$ cat config.mk
export PLATFORM = sky130hd
export DESIGN_NAME = pool2x2_stream_ctrl
export DESIGN_NICKNAME = d
export VERILOG_FILES = /design/src/rtl/pool2x2_stream_ctrl.sv
export SDC_FILE = /design/constraint.sdc
export NUM_CORES = 1
export LEC_CHECK = 0
export ABC_AREA = 1
export BUFFER_PORTS_ARGS = -buffer_cell sky130_fd_sc_hd__buf_4
export CORE_AREA = 5 5 233 235
export CTS_BUF_LIST = sky130_fd_sc_hd__clkbuf_16
export DETAILED_ROUTE_END_ITERATION = 8
export DIE_AREA = 0 0 238 240
export PLACE_DENSITY = 0.57
export SLEW_MARGIN = 10
export SYNTH_ARGS = -nofsm -noshare
export SYNTH_HDL_FRONTEND = slang
export SYNTH_SLANG_ARGS = --single-unit
$ cat constraint.sdc
create_clock -name clk -period 4.5 [get_ports clk]
set_input_delay 0.225 -clock clk [delete_from_list [all_inputs] [get_ports clk]]
set_output_delay 0.225 -clock clk [all_outputs]
set_load 0.05 [all_outputs]
$ cat src/rtl/pool2x2_stream_ctrl.sv
// 2x2 max-pooling stream controller: buffers top-row pixel pairs and sequences
// each bottom-row pair through a pooling_2x2 datapath to emit one FP16 max per window.

module fp16_max_comparator (
  input  logic [15:0] a_i,
  input  logic [15:0] b_i,
  output logic [15:0] max_c
);
  logic [15:0] key_a;
  logic [15:0] key_b;

  // Map sign-magnitude onto an unsigned total order (+0 ranks above -0).
  always_comb begin
    key_a = a_i[15] ? ~a_i : {1'b1, a_i[14:0]};
    key_b = b_i[15] ? ~b_i : {1'b1, b_i[14:0]};
    max_c = (key_a >= key_b) ? a_i : b_i;
  end
endmodule

module pooling_2x2 (
  input  logic        clk,
  input  logic        rst,
  input  logic        store_i,
  input  logic [15:0] a_i,
  input  logic [15:0] b_i,
  output logic [15:0] pooled_c
);
  logic [15:0] pair_max;
  logic [15:0] max_temp_q;

  fp16_max_comparator u_cmp_pair (
    .a_i   (a_i),
    .b_i   (b_i),
    .max_c (pair_max)
  );

  fp16_max_comparator u_cmp_acc (
    .a_i   (pair_max),
    .b_i   (max_temp_q),
    .max_c (pooled_c)
  );

  always_ff @(posedge clk) begin
    if (rst) begin
      max_temp_q <= 16'h0000;
    end else if (store_i) begin
      max_temp_q <= pair_max;
    end
  end
endmodule

module pool2x2_stream_ctrl #(
  parameter int unsigned MAP_W = 24,
  parameter int unsigned MAP_H = 24
) (
  input  logic        clk,
  input  logic        rst,
  input  logic        in_valid,
  output logic        in_ready,
  input  logic [15:0] in_a,
  input  logic [15:0] in_b,
  output logic        out_valid,
  input  logic        out_ready,
  output logic [15:0] out_data,
  output logic        out_last,
  output logic        frame_done,
  output logic        busy
);
  localparam int unsigned NPAIR = MAP_W / 2;
  localparam int unsigned NROWP = MAP_H / 2;
  localparam int unsigned COL_W = (NPAIR > 1) ? $clog2(NPAIR) : 1;
  localparam int unsigned ROW_W = (NROWP > 1) ? $clog2(NROWP) : 1;

  if ((MAP_W % 2) != 0 || MAP_W < 2 || (MAP_H % 2) != 0 || MAP_H < 2) begin : g_bad_map
    $error("pool2x2_stream_ctrl: MAP_W and MAP_H must be even and >= 2");
  end

  typedef enum logic [1:0] {
    S_TOP = 2'd0,
    S_BOT = 2'd1,
    S_CMP = 2'd2
  } state_t;

  state_t             state_q;
  logic [COL_W-1:0]   col_q;
  logic [ROW_W-1:0]   row_q;
  logic [31:0]        linebuf_q [NPAIR];
  logic [31:0]        hold_q;
  logic               in_ready_q;
  logic               out_valid_q;
  logic [15:0]        out_data_q;
  logic               out_last_q;
  logic               frame_done_q;

  logic [31:0]        lb_rd;
  logic [15:0]        pool_a;
  logic [15:0]        pool_b;
  logic               pool_store;
  logic [15:0]        pool_c;
  logic               accept;
  logic               slot_free;
  logic               col_last;
  logic               row_last;

  assign lb_rd     = linebuf_q[col_q];
  assign accept    = in_valid && in_ready_q;
  assign slot_free = !out_valid_q || out_ready;
  assign col_last  = (col_q == COL_W'(NPAIR - 1));
  assign row_last  = (row_q == ROW_W'(NROWP - 1));

  // Datapath steering: buffered top pair while accepting the bottom pair, then the held bottom pair.
  always_comb begin
    pool_a     = hold_q[31:16];
    pool_b     = hold_q[15:0];
    pool_store = 1'b0;
    case (state_q)
      S_BOT: begin
        pool_a     = lb_rd[31:16];
        pool_b     = lb_rd[15:0];
        pool_store = accept;
      end
      default: begin
      end
    endcase
  end

  pooling_2x2 u_pool (
    .clk      (clk),
    .rst      (rst),
    .store_i  (pool_store),
    .a_i      (pool_a),
    .b_i      (pool_b),
    .pooled_c (pool_c)
  );

  always_ff @(posedge clk) begin
    if (rst) begin
      state_q      <= S_TOP;
      col_q        <= '0;
      row_q        <= '0;
      in_ready_q   <= 1'b1;
      out_valid_q  <= 1'b0;
      out_data_q   <= 16'h0000;
      out_last_q   <= 1'b0;
      frame_done_q <= 1'b0;
    end else begin
      frame_done_q <= out_valid_q && out_ready && out_last_q;
      if (out_ready) begin
        out_valid_q <= 1'b0;
      end
      case (state_q)
        S_TOP: begin
          if (accept) begin
            linebuf_q[col_q] <= {in_a, in_b};
            if (col_last) begin
              col_q   <= '0;
              state_q <= S_BOT;
            end else begin
              col_q <= col_q + COL_W'(1);
            end
          end
        end
        S_BOT: begin
          if (accept) begin
            hold_q     <= {in_a, in_b};
            state_q    <= S_CMP;
            in_ready_q <= 1'b0;
          end
        end
        S_CMP: begin
          // Load may coincide with a drain of the previous value: no bubble.
          if (slot_free) begin
            out_valid_q <= 1'b1;
            out_data_q  <= pool_c;
            out_last_q  <= col_last && row_last;
            in_ready_q  <= 1'b1;
            if (col_last) begin
              col_q   <= '0;
              row_q   <= row_last ? '0 : row_q + ROW_W'(1);
              state_q <= S_TOP;
            end else begin
              col_q   <= col_q + COL_W'(1);
              state_q <= S_BOT;
            end
          end
        end
        default: begin
          state_q    <= S_TOP;
          in_ready_q <= 1'b1;
        end
      endcase
    end
  end

  assign in_ready   = in_ready_q;
  assign out_valid  = out_valid_q;
  assign out_data   = out_data_q;
  assign out_last   = out_last_q;
  assign frame_done = frame_done_q;
  assign busy       = (col_q != '0) || (row_q != '0) || (state_q == S_CMP) || out_valid_q;

endmodule

==> results of run 1 <==
[layer usage]
metal	vias up	track usage, %
li1	7195	-
met1	7333	26.0
met2	394	32.7
met3	119	2.59
met4	0	7.32
met5	-	0
[layout make-up]
type	instances	area, sq um	share of cell area (%)
Multi-Input combinational cell	1237	6510	24.9
Sequential cell	466	13500	51.7
Inverter	153	588	2.25
Tap cell	688	861	3.30
Timing Repair Buffer	311	3000	11.5
Clock buffer	51	1280	4.89
Clock inverter	45	384	1.47
[registers in the layout (all words and copies together), names as in the netlist, named ones only]
register	cells
row_q	4
frame_done	1
out_data	16
out_last	1
out_valid	1
linebuf_q	384
u_pool.max_temp_q	16
in_ready	1
hold_q	32
col_q	4
state_q	2
[metrics by stage]
stage	std cells	utilization [%]	total power, W
floorplan	1957	-	0.00516
finish	2951	50.2	0.00955
global route	2951	50.2	0.00987
detailed placement	2790	44.8	0.00544
CTS	2929	49.2	0.00961
global placement	2790	44.8	0.00543
[logic make-up after synthesis]
group / after synthesis
xor gates and xnor gates: 60
buffers and inverters: 256
and+or+nand+nor: 998
AOI/OAI and AO/OA: 139
adders and majority gates: 38
DFF: 466
[critical path, delay by kind of cell (launching register included)]
kind                       cells  cell delay, ns
AOI/OAI and AO/OA              4            0.68
xor gates and xnor gates       2            0.32
adders and majority gates      2            0.57
buffers and inverters          9            1.24
DFF                            1            0.41
and+or+nand+nor               17            1.35
[power by group]
group	internal (W)	leakage (nW)	total [W]	switching (W)
clock network	0.00241	0.850	0.00414	0.00173
registers	0.00474	4.16	0.00475	0.0000117
logic	0.000251	5.43	0.000654	0.000403
[how the worst min path moves through the flow]
stage	start	end	slack [ns]	cells past startpoint
after floorplan	in_b[0]	hold_q[0]	0.32	0
after global placement	out_last	frame_done	0.45	2
after detailed placement	out_last	frame_done	0.46	2
after CTS	in_valid	state_q[0]	0.02	4
after global routing	rst	state_q[0]	0.07	2
final	in_valid	state_q[0]	0.05	4
[layout by cell type (no fill, tap or decap), types with 12 or more instances in the layout]
| cell type | Yosys | routed |
|---|---|---|
| nor2_4 | 0 | 15 |
| nand2_1 | 579 | 537 |
| nand3_2 | 2 | 17 |
| inv_1 | 147 | 153 |
| buf_6 | 5 | 18 |
| nor2_1 | 79 | 63 |
| o21ai_1 | 7 | 12 |
| o21ai_0 | 46 | 41 |
| edfxtp_1 | 416 | 416 |
| nand4_1 | 18 | 18 |
| clkinv_2 | 0 | 14 |
| nand2_2 | 0 | 34 |
| ha_1 | 38 | 38 |
| nand3_1 | 303 | 287 |
| buf_4 | 3 | 221 |
| dfxtp_1 | 50 | 47 |
| clkbuf_16 | 0 | 55 |
| xnor2_1 | 33 | 31 |
| a21oi_1 | 72 | 64 |
| buf_12 | 0 | 31 |
| xor2_1 | 27 | 24 |
| clkinv_1 | 0 | 15 |
| dlygate4sd3_1 | 0 | 33 |
[timing repair]
action / CTS / global route
endpoints found under the hold margin: 418 / 0
hold buffers: 33 / 0
gates cloned: 4 / 5
pin swaps: 9 / 15
gates resized for setup: 53 / 76
setup endpoints to repair: 16 / 16
setup buffers: 6 / 17
==> qor.txt, run 1 <==
======================================================================================
IO Count                                                                            57
Largest vdd supply drop                                                       0.352 mV
Worst Max-Slew Pin Slew                                                        1.04 ns
Max-Cap Viols                                                                        0
Mapped Area                                                                20600 sq um
NumNets Final                                                                     2294
Skew final                                                                   0.0427 ns
Die outline height                                                         240 microns
Run status                                                                complete, but fails checks
Total of flip-flops plus latches after synthesis                                   466
Pre-CTS worst setup slack                                                    -0.409 ns
Fin. max-slew vios                                                                   0
Share of post-route cells with drive strength above 1                            20.7%
Power per standard cell area                                               366 nW/um^2
Clock root cell                                                              clkbuf_16
Number of flops mapped to enable cells by yosys                                    416
Complex-gate fraction of the synthesized area                                    3.64%
Total gr overflow                                                                    0
Slack of the worst reg-to-reg path                                            -0.18 ns
Library cell with the highest instance count after synthesis                   nand2_1
# fillers                                                                         4664
Total DRC errors in the routed layout                                                0
Number of global-route vias before repair                                        14600
Count of port buffers added during placement                                        56
Detailed-route wire length per cell                                       19.3 microns
Pre-Repair DR Iteration Count                                                        6
Final setup violation count                                                         16
Setup Crit Path Kind                                                      flop to flop
Routed WL                                                                 57000 microns
Uppermost routed layer                                                            met4
Post-route setup slack                                                       -0.180 ns
Dominant cell type by area after synthesis                                    edfxtp_1
Clock slew at the register clock pins of the worst setup and hold paths        0.06 ns
Diode insertion count for antenna repair                                             0
Arrival time of the worst setup path                                           5.19 ns
Max stage delay on crit path                                                   0.41 ns
Antenna violations before repair                                                     0
Total Routing Usage GR                                                           19.5%
Main synth FF type                                                            edfxtp_1
Via count                                                                        15000
Die width                                                                  238 microns
Setup crit end kind                                                               flop
Reg2Reg Capture Point                                                      out_data[9]
Clock latency on the worst-skew pair                                           0.62 ns
Synthesized netlist net count                                                     2031
Post-Synth Adder-Cell Area                                                       2.31%
Number of buffers between clock root and the deepest sink                            3
Classification of the worst-slack hold path                               input pin to flop
Global-route wire length before repair                                    86000 microns
Required time at the endpoint of the critical path                             5.01 ns
WL met1                                                                   24400 microns
Critical path fanouts, max                                                           8
Largest net degree at the start of global routing                                   37
Relative slew margins                                                            30.5%
Mux share of post-synthesis cell area                                               0%
Weighted congestion reported at the end of routability-driven placement          0.832
Antenna violation net count after detailed routing                                   0
Sequential element share of the synthesized area                                 65.6%
Final hold violation count                                                           0
Post-route cell area                                                       26100 sq um
Kind of launch point of the worst setup path                                      flop
Largest family of logic cells by synthesized area                         simple AND/OR/NAND/NOR gates
TritonCTS clock tree                                                               yes
Shortest clock period the worst path allows after layout                       4.68 ns
Die outline area                                                           57100 sq um
Share of the cycle needed by the critical path after routing                      104%
Post-synth top cells                                                      nand2_1, edfxtp_1, nand3_1
Fmax                                                                         0.214 GHz
Worst Reg2Reg Path Length in Cells                                                  34
Share of the synthesized area in the top cell type                               60.8%
Worst path most repeated cell                                                  nand2_2
Initial Util                                                                     39.5%
Standby leakage power                                                          10.4 nW
Core box area                                                              52000 sq um
Smallest hold slack                                                          0.0548 ns
Violation count after the first detailed-routing iteration                        1017
Std cell rows                                                                       84
Crit-path slowest cell                                                         dfxtp_4
XOR/XNOR share of the synthesized area                                           2.56%
Final sum of negative setup slack                                             -2.40 ns
H-tree level count                                                                   2
Warnings from Yosys                                                                  0
Mapped Cells                                                                      1957
Mean instance size in the synthesized netlist                               10.5 sq um
Clock sink count                                                                   466
Setup repair after global routing missed its margin                               true
Post-synthesis cell type count                                                      33
HPWL after detailed placement                                             35600 microns
Per-cell via count in the routed design                                           5.10
Largest cells by area after synthesis                                     edfxtp_1, nand2_1, nand3_1, dfxtp_1, inv_1
Violated checks                                                           setup timing
Met3 routed wirelength                                                    2820 microns
CTS Buf Count                                                                       51
Met2 layer wire length in the routed design                               27900 microns
Simple-gate share of the synthesized area                                        20.6%
Area post-placement                                                        23300 sq um
Asr flop ratio synth                                                                0%
Signed area change from the synthesized netlist to the final layout              27.1%
Endpoint of the worst setup timing path                                    out_data[9]
======================================================================================
Note: power is estimated with default switching activity, not from simulation.
==> run 2, diff against run 1 <==
clock period = 3.9 ns   (was 4.5 ns; I/O delays follow)
==> run 2 against run 1 <==
Effect of this change: the flow still finishes with violations (setup timing); sequential power rose by 16%; clock-buffer cell count did not move; non-clock buffer count fell by 13; die area did not move; largest power group unchanged; highest routed layer unchanged.
==> qor.txt, run 2 (synthesis gave the netlist of run 1 again) <==
======================================================================================
Part of the power in combinational logic                                          6.7%   about the same
Clock sink count                                                                   466   unchanged
IO Count                                                                            57   unchanged
Final setup violation count                                                         16   unchanged
Worst path most repeated cell                                                  nand2_1
Part of the power in registers                                                   51.4%   +1.6 points
Cell-internal power                                                          0.00825 W   +11%
Skew final                                                                   0.0171 ns   -0.0255 ns
Arrival time of the worst setup path                                           5.16 ns   -0.03 ns
Violation count after the first detailed-routing iteration                        1176   +16%
Worst Reg2Reg Path Length in Cells                                                  29   -15%
Relative slew margins                                                            37.4%   +6.9 points
Kind of launch point of the worst setup path                                      flop
Diode insertion count for antenna repair                                             0   unchanged
Smallest hold slack                                                          0.0433 ns   -0.0116 ns
Die width                                                                  238 microns   unchanged
Fmax                                                                         0.216 GHz   +0.96%
Max stage delay on crit path                                                   0.37 ns   -0.04 ns
Total gr overflow                                                                    0   unchanged
Signed area change from the synthesized netlist to the final layout              24.2%
Pre-CTS worst setup slack                                                    -0.770 ns   -0.361 ns
TritonCTS clock tree                                                               yes
Classification of the worst-slack hold path                               input pin to flop
Fin. max-slew vios                                                                   0   unchanged
Standby leakage power                                                          10.2 nW   -2.6%
Placed Cells incl. Taps                                                           2790   unchanged
Total DRC errors in the routed layout                                                0   unchanged
Reg2Reg Capture Point                                                      out_data[2]
Share of post-route cells with drive strength above 1                            17.4%   -3.3 points
Antenna violations before repair                                                     0   unchanged
Routed WL                                                                 55500 microns   -2.6%
Post-route setup slack                                                       -0.735 ns   -0.555 ns
Die outline area                                                           57100 sq um   unchanged
Final Power                                                                   0.0107 W   +12%
Total Routing Usage GR                                                           19.4%   -0.041 points
Run status                                                                complete, but fails checks
Detailed-route wire length per cell                                       18.9 microns   -1.9%
Clock root cell                                                              clkbuf_16
Setup repair after global routing missed its margin                               true
Commonest non-fill, non-tap cells in the layout                           nand2_1, edfxtp_1, nand3_1
Max-Cap Viols                                                                        0   unchanged
Number of global-route vias before repair                                        14500   -0.68%
Antenna violation net count after detailed routing                                   0   unchanged
Pre-Repair DR Iteration Count                                                        5   -1
Setup Crit Path Kind                                                      flop to flop
Number of buffers between clock root and the deepest sink                            3   unchanged
Clock slew at the register clock pins of the worst setup and hold paths        0.06 ns   about the same
Critical path fanouts, max                                                          27   +19
NumNets Final                                                                     2278   -0.70%
Share of the cycle needed by the critical path after routing                      119%   +15 points
Crit-path slowest cell                                                         dfxtp_4
Share of total power in the clock network                                        41.9%   -1.5 points
Die outline height                                                         240 microns   unchanged
Count of port buffers added during placement                                        56   unchanged
Core box area                                                              52000 sq um   unchanged
Largest register by flop count                                               linebuf_q
Required time at the endpoint of the critical path                             4.42 ns   -0.59 ns
Final non-filler cell total                                                       2930   -0.71%
Worst Min Path Start                                                               rst
Via count                                                                        14800   -1.4%
Setup crit end kind                                                               flop
Global-route wire length before repair                                    86000 microns   about the same
Leading cell type in the layout, fill and taps excluded                        nand2_1
# fillers                                                                         4668   +0.086%
CTS Buf Count                                                                       50   -2.0%
H-tree level count                                                                   2   unchanged
Flip-flop count of the largest register, all copies and words added                384   unchanged
Clock latency on the worst-skew pair                                           0.60 ns   -0.02 ns
Largest vdd supply drop                                                       0.355 mV   +0.83%
Final sum of negative setup slack                                            -11.29 ns   -8.88 ns
Switching pwr                                                                0.00242 W   +13%
Switching part of the total power                                                22.7%   +0.23 points
HPWL after detailed placement                                             33400 microns   -6.3%
Final hold violation count                                                           0   unchanged
Weighted congestion reported at the end of routability-driven placement          0.842   +1.1%
Slack of the worst reg-to-reg path                                            -0.74 ns   -0.56 ns
Worst hold path cell count                                                           2   -2
Violated checks                                                           setup timing
Worst Max-Slew Pin Slew                                                       0.937 ns   -0.104 ns
Std cell rows                                                                       84   unchanged
Power per standard cell area                                               418 nW/um^2   +14%
Per-cell via count in the routed design                                           5.06   -0.72%
Initial Util                                                                     39.5%   unchanged
Largest registers ranked by flip-flop count                               linebuf_q: 384 flops, hold_q: 32 flops
Endpoint with the worst hold slack                                         out_data[0]
Shortest clock period the worst path allows after layout                       4.64 ns   -0.0446 ns
Largest net degree at the start of global routing                                   37   unchanged
======================================================================================
## run 2: cell count changes in the layout (fill, tap and decap cells not counted), sizes merged
cell,change
dlygate4sd3,+2
nand3,-1
buf,-11
clkinvlp,+4
clkbuf,-4
inv,-1
bufinv,-4
nand2,-1
clkinv,-5
## run 2: power by group through the flow
stage / clock network (W) / registers, W / logic [W]
final: 0.00447 / 0.00549 / 0.000718
after global routing: 0.00478 / 0.00549 / 0.000792
after CTS: 0.00457 / 0.00549 / 0.000718
after detailed placement: 0 / 0.00559 / 0.000670
after global placement: 0 / 0.00559 / 0.000659
after floorplan: 0 / 0.00559 / 0.000364
## run 2: metrics by stage
stage          utilization [%]  instance area, sq um
6_report                  49.1                 25500
5_1_grt                   49.1                 25500
4_1_cts                   48.8                 25400
3_5_place_dp              44.9                 23300
3_3_place_gp              44.9                 23300
2_1_floorplan                -                 20600
## run 2: how the worst max path moves through the flow
| stage | from | to | slack [ns] | cells after the start |
|---|---|---|---|---|
| global route | flop | out_data[7] | -1.16 | 31 |
| floorplan | flop | out_data[10] | -0.44 | 31 |
| detailed placement | flop | out_data[11] | -0.77 | 29 |
| CTS | flop | out_data[2] | -0.68 | 30 |
| finish | flop | out_data[2] | -0.74 | 29 |
| global placement | flop | out_data[12] | -0.75 | 29 |
## run 2: area by class of cell
class / instances / area, sq um / share of cell area (%)
inverter: 153 / 587 / 2.30
multi-input combinational: 1235 / 6220 / 24.4
timing repair buffer: 298 / 2840 / 11.1
sequential: 466 / 13500 / 52.9
clock buffer: 51 / 1280 / 5.00
clock inverter: 39 / 253 / 0.990
tap: 688 / 861 / 3.37
## run 2: critical path, delay by kind of cell (launching register included)
family | cells | cell delay, ns
fa+ha+maj | 2 | 0.56
flops | 1 | 0.37
buf+inv | 6 | 1.04
compound gates | 4 | 0.58
simple gates | 15 | 1.69
xor+xnor | 2 | 0.31
## run 2: layer usage
layer,up-vias,routed length (microns),track usage (%)
met2,398,26700,32.5
met1,7170,24200,26.4
met3,106,2770,2.60
met5,-,0,0
met4,0,1820,6.50
li1,7153,-,-
## run 2: timing repair
action / CTS / global route
pin swaps: 1 / 5
hold endpoints to repair: 420 / 0
hold buffers: 35 / 0
setup buffers: 3 / 9
setup endpoints to repair: 16 / 16
gates resized for setup: 15 / 16
cloned: 3 / 0
==> run 3, diff against run 2 <==
--- a/config.mk
+++ b/config.mk
@@ -7,4 +7,5 @@
 export LEC_CHECK = 0
 export ABC_AREA = 1
+export ABC_CLOCK_PERIOD_IN_PS = 3900
 export BUFFER_PORTS_ARGS = -buffer_cell sky130_fd_sc_hd__buf_4
 export CORE_AREA = 5 5 233 235
==> constraint.sdc (replaced) <==
create_clock -name clk -period 3.9 [get_ports clk]
set_input_delay 0 -clock clk [delete_from_list [all_inputs] [get_ports clk]]
set_output_delay 0 -clock clk [all_outputs]
set_load 0.05 [all_outputs]
==> run 3 against run 2 <==
Effect of this change: the flow still finishes with violations (setup timing); fmax down 2.1%; power up 1.2%; first-iteration DRC count grew 6.4%; combinational power grew 6.3%; critical endpoint is now out_data[11].
==> qor.txt, run 3 (synthesis gave the netlist of run 1 again) <==
======================================================================================
Total DRC errors in the routed layout                                                0   unchanged
Setup repair after global routing missed its margin                               true
Pre-Repair DR Iteration Count                                                        5   unchanged
CTS Buf Count                                                                       49   -2.0%
Share of the cycle needed by the critical path after routing                      121%   +2.5 points
Final non-filler cell total                                                       2951   +0.72%
Final setup violation count                                                         16   unchanged
Smallest hold slack                                                           0.210 ns   +0.167 ns
Detailed-route wire length per cell                                       19.2 microns   +1.2%
Final sum of negative setup slack                                            -12.80 ns   -1.52 ns
Setup Crit Path Kind                                                      flop to flop
Setup crit end kind                                                               flop
Clock latency on the worst-skew pair                                           0.59 ns   about the same
Placed Cells incl. Taps                                                           2790   unchanged
Commonest non-fill, non-tap cells in the layout                           nand2_1, edfxtp_1, nand3_1
Die width                                                                  238 microns   unchanged
Fmax                                                                         0.211 GHz   -2.1%
Weighted congestion reported at the end of routability-driven placement          0.846   +0.49%
IO Count                                                                            57   unchanged
TritonCTS clock tree                                                               yes
Violated checks                                                           setup timing
Post-route cell area                                                       26100 sq um   +2.3%
Classification of the worst-slack hold path                               input pin to flop
Antenna violations before repair                                                     1   +1
Violation count after the first detailed-routing iteration                        1251   +6.4%
Cell family with most CP delay                                            simple AND/OR/NAND/NOR gates
Global-route wire length before repair                                    85700 microns   -0.39%
Run status                                                                complete, but fails checks
Critical path fanouts, max                                                           8   -70%
Arrival time of the worst setup path                                           5.20 ns   +0.04 ns
Largest vdd supply drop                                                       0.466 mV   +31%
Share of post-route cells with drive strength above 1                            19.8%   +2.4 points
Standby leakage power                                                          10.5 nW   +2.9%
Count of port buffers added during placement                                        56   unchanged
Antenna violation net count after detailed routing                                   0   unchanged
Kind of launch point of the worst setup path                                      flop
Per-cell via count in the routed design                                           5.08   +0.35%
Final hold violation count                                                           0   unchanged
Via count                                                                        15000   +1.1%
Post-route setup slack                                                       -0.835 ns   -0.0992 ns
Total Routing Usage GR                                                           19.3%   -0.073 points
Flip-flop count of the largest register, all copies and words added                384   unchanged
Skew final                                                                   0.0228 ns   +0.00563 ns
Die outline height                                                         240 microns   unchanged
Fin. max-slew vios                                                                   0   unchanged
Critical path buffer and inverter count                                              6   unchanged
Required time at the endpoint of the critical path                             4.37 ns   -0.05 ns
Crit-path slowest cell                                                         dfxtp_4
Leading cell type in the layout, fill and taps excluded                        nand2_1
Core box area                                                              52000 sq um   unchanged
Worst Max-Slew Pin Slew                                                        1.02 ns   +0.0838 ns
Largest register by flop count                                               linebuf_q
Std cell rows                                                                       84   unchanged
Number of buffers between clock root and the deepest sink                            3   unchanged
Largest net degree at the start of global routing                                   36   -2.7%
Power per standard cell area                                               413 nW/um^2   -1.1%
Routed WL                                                                 56600 microns   +1.9%
Clock slew at the register clock pins of the worst setup and hold paths        0.06 ns   about the same
HPWL after detailed placement                                             33500 microns   +0.24%
Area post-placement                                                        23400 sq um   +0.11%
Clock root cell                                                              clkbuf_16
Relative slew margins                                                            31.8%   -5.6 points
Max-Cap Viols                                                                        0   unchanged
Largest registers ranked by flip-flop count                               linebuf_q: 384 flops, hold_q: 32 flops
Max stage delay on crit path                                                   0.47 ns   +0.10 ns
Total gr overflow                                                                    0   unchanged
H-tree level count                                                                   2   unchanged
Initial Util                                                                     39.5%   unchanged
Signed area change from the synthesized netlist to the final layout              27.1%
Number of global-route vias before repair                                        14600   +0.74%
Clock sink count                                                                   466   unchanged
Die outline area                                                           57100 sq um   unchanged
NumNets Final                                                                     2299   +0.92%
Shortest clock period the worst path allows after layout                       4.73 ns   +0.0992 ns
======================================================================================
[run 3: final timing paths]
check	startpoint	to	slack [ns]	cells after the start
min	in_b[4]	linebuf_q[5][4]	0.21	2
max reg2reg	flop	out_data[11]	-0.83	31
max	flop	out_data[11]	-0.83	31
min reg2reg	out_data[3]	out_data[3]	0.47	2
[run 3: repair_timing]
action | 4_1_cts | 5_1_grt
setup endpoints to repair | 16 | 16
pin swaps | 8 | 34
hold endpoints to repair | 455 | 0
cloned | 5 | 7
resized for setup | 32 | 62
setup buffers | 5 | 17
hold buffers | 39 | 0
[run 3: metal layers]
layer,vias up,global-route usage (%),share of wire (%)
li1,7206,-,-
met1,7288,25.8,43
met2,399,33.5,49
met5,-,0,0
met4,0,4.71,2.3
met3,93,3.01,6.0
[run 3: where the power goes]
group | switching [W] | internal, W | leakage [nW]
clock network | 0.00193 | 0.00262 | 0.825
logic | 0.000457 | 0.000306 | 5.48
registers | 0.0000155 | 0.00547 | 4.15
total | 0.00240 | 0.00840 | 10.5
[run 3: final cells by class]
cell class / instances / area, sq um
Fill cell: 4600 / 25900
Sequential cell: 466 / 13500
Multi-Input combinational cell: 1236 / 6420
Timing Repair Buffer: 318 / 3190
Clock buffer: 51 / 1280
Tap cell: 688 / 861
Inverter: 153 / 592
Clock inverter: 37 / 287
Timing Repair inverter: 1 / 8.76
Antenna cell: 1 / 2.50
[run 3: metrics by stage]
step           total power [W]  setup slack [ns]  util, %
6_report                0.0108            -0.835     50.2
5_1_grt                 0.0112             -1.08     50.2
4_1_cts                 0.0109            -0.665     49.4
3_5_place_dp           0.00625            -0.862     44.9
3_3_place_gp           0.00624            -0.913     44.9
2_1_floorplan          0.00595            -0.441        -
